==> config.mk <==
export PLATFORM = sky130hd
export DESIGN_NAME = lifo_sa
export DESIGN_NICKNAME = d
export VERILOG_FILES = /design/src/rtl/lifo_sa.sv
export SDC_FILE = /design/constraint.sdc
export NUM_CORES = 2
export LEC_CHECK = 0
export CAP_MARGIN = 40
export CORE_ASPECT_RATIO = 0.75
export CORE_MARGIN = 2
export CORE_UTILIZATION = 50
export CTS_CLUSTER_DIAMETER = 200
export DETAILED_ROUTE_END_ITERATION = 10
export GPL_TIMING_DRIVEN = 0
export PLACE_DENSITY_LB_ADDON = 0.3
export RECOVER_POWER = 50
export SYNTH_ARGS = -nofsm -noshare
export SYNTH_HDL_FRONTEND = slang
export SYNTH_SLANG_ARGS = --single-unit
==> constraint.sdc <==
create_clock -name clk_i -period 10.5 [get_ports clk_i]
set_input_delay 1.05 -clock clk_i [delete_from_list [all_inputs] [get_ports clk_i]]
set_output_delay 1.05 -clock clk_i [all_outputs]
set_load 0.02 [all_outputs]
==> src/rtl/lifo_sa.sv <==
// LIFO stack: one inferred RAM plus a word count, optional top-of-stack show-ahead.
// Define LIFO_SA_ERR_FLAGS_EN to add the sticky overflow/underflow flags and clr_err_i.
module lifo_sa #(
  parameter int DWIDTH       = 16,
  parameter int AWIDTH       = 8,
  parameter int ALMOST_FULL  = 2,
  parameter int ALMOST_EMPTY = 2,
  parameter int SHOWAHEAD    = 0
) (
  input  logic              clk_i,
  input  logic              srst_i,
  input  logic              wrreq_i,
  input  logic [DWIDTH-1:0] data_i,
  input  logic              rdreq_i,
  output logic [DWIDTH-1:0] q_o,
  output logic              empty_o,
  output logic              almost_empty_o,
  output logic              full_o,
  output logic              almost_full_o,
  output logic [AWIDTH:0]   usedw_o
`ifdef LIFO_SA_ERR_FLAGS_EN
  ,
  input  logic              clr_err_i,
  output logic              ovf_o,
  output logic              udf_o
`endif
);

  localparam int DEPTH = 2**AWIDTH;
  localparam int AW1   = AWIDTH + 1;
  localparam logic [AWIDTH:0]   DEPTH_W = AW1'(DEPTH);
  localparam logic [AWIDTH:0]   AF_LVL  = AW1'(ALMOST_FULL);
  localparam logic [AWIDTH:0]   AE_LVL  = AW1'(ALMOST_EMPTY);
  localparam logic [AWIDTH:0]   ONE_W   = AW1'(1);
  localparam logic [AWIDTH-1:0] ONE_A   = AWIDTH'(1);

  logic [DWIDTH-1:0] mem_q [DEPTH];

  logic [AWIDTH:0]   usedw_q, usedw_d;
  logic [DWIDTH-1:0] q_q, q_d;
  logic              empty_q, almost_empty_q, full_q, almost_full_q;
  logic              push_ok, pop_ok;
  logic [AWIDTH-1:0] wr_addr, top_addr;

  assign push_ok  = wrreq_i & ~full_q;
  assign pop_ok   = rdreq_i & ~empty_q;
  // usedw_q is also the next free slot; at DEPTH it wraps to 0, but no push happens then.
  assign wr_addr  = usedw_q[AWIDTH-1:0];
  assign top_addr = wr_addr - ONE_A;

  always_comb begin
    usedw_d = usedw_q;
    if (push_ok && !pop_ok) begin
      usedw_d = usedw_q + ONE_W;
    end else if (pop_ok && !push_ok) begin
      usedw_d = usedw_q - ONE_W;
    end
  end

  always_comb begin
    q_d = q_q;
    if (SHOWAHEAD == 0) begin
      if (push_ok && pop_ok) begin
        q_d = data_i;
      end else if (pop_ok) begin
        q_d = mem_q[top_addr];
      end
    end else begin
      // q_o mirrors the top of stack; a push+pop pair leaves the top untouched.
      if (push_ok && !pop_ok) begin
        q_d = data_i;
      end else if (pop_ok && !push_ok) begin
        q_d = (usedw_q == ONE_W) ? '0 : mem_q[top_addr - ONE_A];
      end
    end
  end

  always_ff @(posedge clk_i) begin
    if (push_ok && !pop_ok) begin
      mem_q[wr_addr] <= data_i;
    end
  end

  always_ff @(posedge clk_i) begin
    if (srst_i) begin
      usedw_q        <= '0;
      q_q            <= '0;
      empty_q        <= 1'b1;
      almost_empty_q <= 1'b1;
      full_q         <= 1'b0;
      almost_full_q  <= (AF_LVL == '0);
    end else begin
      usedw_q        <= usedw_d;
      q_q            <= q_d;
      empty_q        <= (usedw_d == '0);
      almost_empty_q <= (usedw_d <= AE_LVL);
      full_q         <= (usedw_d == DEPTH_W);
      almost_full_q  <= (usedw_d >= AF_LVL);
    end
  end

  assign q_o            = q_q;
  assign usedw_o        = usedw_q;
  assign empty_o        = empty_q;
  assign almost_empty_o = almost_empty_q;
  assign full_o         = full_q;
  assign almost_full_o  = almost_full_q;

`ifdef LIFO_SA_ERR_FLAGS_EN
  logic ovf_q, ovf_d, udf_q, udf_d;

  // A new error in the same cycle as clr_err_i stays visible.
  always_comb begin
    ovf_d = ovf_q;
    udf_d = udf_q;
    if (clr_err_i) begin
      ovf_d = 1'b0;
      udf_d = 1'b0;
    end
    if (wrreq_i && full_q && !pop_ok) begin
      ovf_d = 1'b1;
    end
    if (rdreq_i && empty_q) begin
      udf_d = 1'b1;
    end
  end

  always_ff @(posedge clk_i) begin
    if (srst_i) begin
      ovf_q <= 1'b0;
      udf_q <= 1'b0;
    end else begin
      ovf_q <= ovf_d;
      udf_q <= udf_d;
    end
  end

  assign ovf_o = ovf_q;
  assign udf_o = udf_q;
`endif

endmodule

# Word-level counts from Yosys, hierarchy flattened
# Memories as Yosys holds them, arrays and structs flattened.
# Cells that the tools add are included.
[word_totals] mem_count=1 ff_bits=29 wordCells=30 in_bits=20 ramBits=4096 rom_bits=0 latch_bits=0
[mem_list] name="mem_q" depth=256 word_bits=16 read_ports=1 rd_clocked_by_memory_dff=0 wr=1 line_no="37" text="logic [DWIDTH-1:0] mem_q [DEPTH];"
[classes] add_sub_neg=3 bitwise_logic=4 shifts=0 n_mul=0 n_eq_ne=1 mux=6 reduce_logical=7 div=0 order_cmp=2
[op_table] op="$mux W16" count=2
[op_table] op="$mux W9" count=2
[op_table] op="$add A9 B1 Y9 const B" count=1
[op_table] op="$eq A9 B9 Y1 const B" count=1
[op_table] op="$ge A9 B2 Y1 const B" count=1
[op_table] op="$le A9 B2 Y1 const B" count=1
[op_table] op="$logic_not A9 Y1" count=1
[op_table] op="$sub A9 B1 Y9 const B" count=1
[op_table] op="$sub A8 B1 Y8 const B" count=1
[op_table] op="$logic_and A1 B1 Y1" count=3
[op_table] op="$and A1 B1 Y1" count=2
[op_table] op="$logic_not A1 Y1" count=2
[op_table] op="$mux W1" count=2
[op_table] op="$not A1 Y1" count=2
[op_table] op="$reduce_bool A2 Y1" count=1

# Depth between registers and ports, before layout
[logic_depth] depth_word=7 depth_mapped=19 depth_no_buf=9

# Worst setup path after synthesis
# Ideal clock, no wire load.
[synth_timing] path_type="register to register" from="register usedw_q[0], in the netlist usedw_o[0]" to="register q_q[14], in the netlist q_o[14]" path_slack_ns=6.240 stages_incl_launch_ff=17 required_ns=10.369 t_arrival_ns=4.129 synth_period_minus_slack_ns=4.260 path_cell_list="dfxtp_1 buf_6 buf_6 buf_4 buf_4 clkinv_1 buf_1 ha_1 buf_2 clkbuf_1 clkbuf_1 mux4_2 mux4_2 nand3_1 o31ai_1 o41ai_1 nand3_1"
[synth_via] elab_chain_cells=4
[synth_rtl] item="start: declaration" line_no="39" text="logic [AWIDTH:0] usedw_q, usedw_d;"
[synth_rtl] item="start signal: assignment" line_no="93" text="usedw_q <= usedw_d;"
[synth_rtl] item="$sub A8 B1 Y8" line_no="49" text="assign top_addr = wr_addr - ONE_A;"
[synth_rtl] item="$mem_v2 Z256 W16"
[synth_rtl] item="$mux W16" line_no="65" text="end else if (pop_ok) begin"
[synth_rtl] item="$mux W16" line_no="63" text="if (push_ok && pop_ok) begin"
[synth_rtl] item="end signal: assignment" line_no="94" text="q_q <= q_d;"
[synth_rtl] item="end: declaration" line_no="40" text="logic [DWIDTH-1:0] q_q, q_d;"
# Every way passes these cells. The select of a mux whose other input is x is not followed.
# A chain may end at the register's enable or synchronous reset.

# Worst setup path after layout
[layout_timing] from="input data_i[1]" to="memory mem_q[196][1] (data pin)"
[layout_lines] item="start: declaration" line_no="13" text="input logic [DWIDTH-1:0] data_i,"
[layout_lines] item="end: declaration" line_no="37"
# No word-level cell before the write port.

==> load_flow_metrics.sql <==
INSERT INTO impl_metrics (metric_group, metric, value, unit) VALUES
('worst_setup_path', 'timing_worst_setup_path_type', 'in2reg', ''),
('worst_setup_path', 'crit_end', 'mem_q[196][1]', ''),
('worst_setup_path', 'crit_path_end_kind', 'register', ''),
('global_routing', 'overflow', '0', ''),
('global_routing', 'track_usage', '30.5', '%'),
('clock_network', 'cts_max_path_buffers', '4', ''),
('logic_synthesis', 'synth_enable_flop_cells', '4096', ''),
('pwr', 'power_frac_seq', '37.0', '%'),
('clock_network', 'worst_skew_pair.late_latency', '0.96', 'ns'),
('outcome', 'outcome', 'finished, violations left', ''),
('logic_synthesis', 'mappedNetlistNets', '7119', ''),
('worst_setup_path', 'startpoint_type', 'input port', ''),
('layout', 'postLayoutCoreUtil', '58.0', '%'),
('timing', 'fin_tns_setup', '0', 'ns'),
('floorplan', 'initial_utilization', '50.2', '%'),
('logic_synthesis', 'yosys.cell_types.count', '63', ''),
('pwr', 'p_int', '32.2', 'mW'),
('pwr', 'combinational_group_share_of_total_power', '34.7', '%'),
('logic_synthesis', 'total_of_flip_flops_plus_latches_after_synthesis', '4125', ''),
('logic_synthesis', 'synth.largest_area_cell', 'edfxtp_1', ''),
('flow_run', 'maxCapViolCount', '27', ''),
('floorplan', 'boundaryPins', '49', ''),
('placement', 'gp_congestion', '1.02', ''),
('clock_network', 'cts_tree', 'done', ''),
('pwr', 'power_density', '271', 'mW/mm^2'),
('layout', 'nFillCells', '22500', ''),
('drt', 'vias_per_cell', '6.66', ''),
('layout', 'ff_latch_area', '0.124', 'sq mm'),
('worst_setup_path', 'crit_chain', 'clkbuf_1 -> clkbuf_2', ''),
('global_routing', 'grt_first_pass_wirelength', '666000', 'microns'),
('worst_setup_path', 'cp-startpoint', 'data_i[1]', ''),
('layout', 'post-route-cell-area', '0.184', 'sq mm'),
('clock_network', 'post_cts_resized', '0', ''),
('floorplan', 'die-height', '492', 'microns'),
('hold_path', 'min_path_type', 'in2reg', ''),
('pwr', 'total_power', '49.7', 'mW'),
('timing', 'final-hold-violation-count', '0', ''),
('floorplan', 'coreArea', '0.317', 'sq mm'),
('placement', 'port-buffer-count', '48', ''),
('clock_network', 'cts_root_buf', 'clkbuf_16', ''),
('clock_network', 'post_cts_buffers', '0', ''),
('outcome', 'violations', 'max-capacitance violations, max-slew violations', ''),
('global_routing', 'global_route.usage.met2', '41.9', '%'),
('logic_synthesis', 'synth_top_area_share', '77.4', '%'),
('drt', 'wire_per_inst', '39.4', 'microns'),
('logic_synthesis', 'yosysWarningCount', '0', ''),
('worst_setup_path', 'ff2ff_path_depth', '19', ''),
('pwr', 'worst_ir_drop_vdd', '0.000213', 'V'),
('floorplan', 'chipWidth', '655', 'microns'),
('worst_setup_path', 'timing.critical_path.depth', '2', ''),
('floorplan', 'placementRows', '179', ''),
('pwr', 'swShare', '35.2', '%'),
('clock_network', 'tritoncts.num_buffers', '389', ''),
('pwr', 'power.switching', '17.5', 'mW'),
('timing', 'final_period_minus_worst_setup_slack', '8.47', 'ns'),
('global_routing', 'grt_antenna_before_repair', '36', ''),
('global_routing', 'grt_start_max_net_pins', '167', ''),
('drt', 'remaining_drc_errors', '0', ''),
('drt', 'drtPass1Iterations', '7', ''),
('clock_network', 'cts.clk_slew.worst_paths', '0.06', 'ns'),
('drt', 'initialDrtViolationCount', '16100', ''),
('worst_setup_path', 'crit_arrival', '8.70', 'ns'),
('logic_synthesis', 'synth_seq_area_share', '77.8', '%'),
('global_routing', 'grt_most_used_layer', 'met1', ''),
('timing', 'timing.slew.headroom', '-421', '%'),
('worst_setup_path', 'cpMaxStageDelayCell', 'clkbuf_1', ''),
('placement', 'placement.cell_area', '0.172', 'sq mm'),
('worst_setup_path', 'worstPathMaxFanout', '130', ''),
('global_routing', 'grt_pass1_vias', '79600', ''),
('worst_setup_path', 'worst_path_max_stage_delay', '4.54', 'ns'),
('timing', 'report.final.slew_viol_count', '3278', '');
flip-flops by register name, summed over array words and instances (netlist names):
register / flops
almost_empty_o: 1
almost_full_o: 1
empty_o: 1
full_o: 1
mem_q: 4096
q_o: 16
usedw_o: 9
cell usage in the layout, fill, tap and decap left out, types with 19 or more instances in the layout:
cell / synthesis / final
a31oi_1: 35 / 35
mux4_2: 1147 / 1147
a21oi_1: 74 / 74
a211oi_1: 27 / 25
a221oi_1: 24 / 19
nor2_1: 287 / 37
o221ai_1: 19 / 19
buf_4: 55 / 88
buf_6: 28 / 70
edfxtp_1: 4096 / 4096
buf_8: 0 / 276
clkbuf_16: 0 / 395
bufinv_16: 0 / 40
nand2_1: 453 / 453
a22oi_1: 30 / 30
nor2_2: 2 / 252
buf_2: 132 / 149
clkdlybuf4s50_1: 0 / 23
buf_16: 0 / 26
clkbuf_2: 0 / 23
a32o_1: 28 / 28
clkinv_1: 1 / 73
mux2i_1: 44 / 44
nand3_1: 155 / 155
dfxtp_1: 29 / 29
clkbuf_1: 186 / 260
nor4_1: 32 / 27
and3_1: 34 / 34
clkinv_2: 0 / 79
cell families (layout without fill, tap and decap cells):
family	Yosys count	count (layout)	synth area share, %
DFF	4125	4125	77.8
muxes	1192	1192	16.5
and+or+nand+nor	1046	1046	2.85
buffers and inverters	425	1579	1.37
AOI/OAI and AO/OA	294	294	1.35
xor gates and xnor gates	9	9	0.0591
adders and majority gates	4	4	0.0315
other	0	15	0
area by class of cell:
type,instances,area share [%]
plain buffers,420,1.19
clock inverters,232,1.26
inverters,5,0.0102
clock buffers,458,5.52
repair buffers,464,3.39
flip-flops and latches,4125,67.3
diodes,15,0.0204
multi-input cells,2545,18.4
well taps,4253,2.90
power groups by stage:
stage | Sequential, mW | Clock, mW | Combinational [mW]
global placement | 18.9 | 0 | 15.9
finish | 18.4 | 14.0 | 17.2
CTS | 18.3 | 14.1 | 16.7
detailed placement | 18.7 | 0 | 16.6
global route | 18.4 | 14.7 | 17.4
floorplan | 18.7 | 0 | 8.55
worst min-delay path by stage:
| stage | start | endpoint | slack [ns] | depth (start not counted) |
|---|---|---|---|---|
| after floorplan | usedw_o[8] | usedw_o[8] | 0.69 | 2 |
| after global placement | q_o[12] | q_o[12] | 0.70 | 4 |
| after detailed placement | q_o[2] | q_o[2] | 0.72 | 4 |
| after CTS | data_i[2] | mem_q[123][2] | 0.34 | 1 |
| after global routing | data_i[2] | mem_q[120][2] | 0.51 | 1 |
| final | data_i[2] | mem_q[120][2] | 0.51 | 1 |
synth_stat cells, types with 6 or more instances:
cell          n
a2111oi_0     6
a211oi_1     27
a21boi_0      7
a21oi_1      74
a221oi_1     24
a22oi_1      30
a31oi_1      35
a32o_1       28
a32oi_1      12
and2_1       10
and3_1       34
buf_1        19
buf_2       132
buf_4        55
buf_6        28
clkbuf_1    186
dfxtp_1      29
edfxtp_1   4096
mux2i_1      44
mux4_2     1147
nand2_1     453
nand3_1     155
nand4_1      15
nor2_1      287
nor2b_1      10
nor3_1       17
nor4_1       32
o211ai_1      8
o21ai_0       8
o221ai_1     19
or3_1        11
routing by layer:
layer | part of all wire (%) | up-vias
li1 | - | 31700
met1 | 38 | 44300
met2 | 42 | 6478
met3 | 16 | 924
met4 | 4.5 | 20
met5 | 0.11 | -
metrics by stage:
| stage | setup WS (ns) | cells | hold slack, ns |
|---|---|---|---|
| final | 2.03 | 12500 | 0.514 |
| after global routing | 1.49 | 12500 | 0.513 |
| after CTS | 2.77 | 12500 | 0.339 |
| after detailed placement | 2.80 | 11800 | 0.719 |
| after global placement | -0.200 | 11400 | 0.705 |
| after floorplan | 6.24 | 7095 | 0.688 |
No activity file was read; power rests on OpenSTA's default activity.
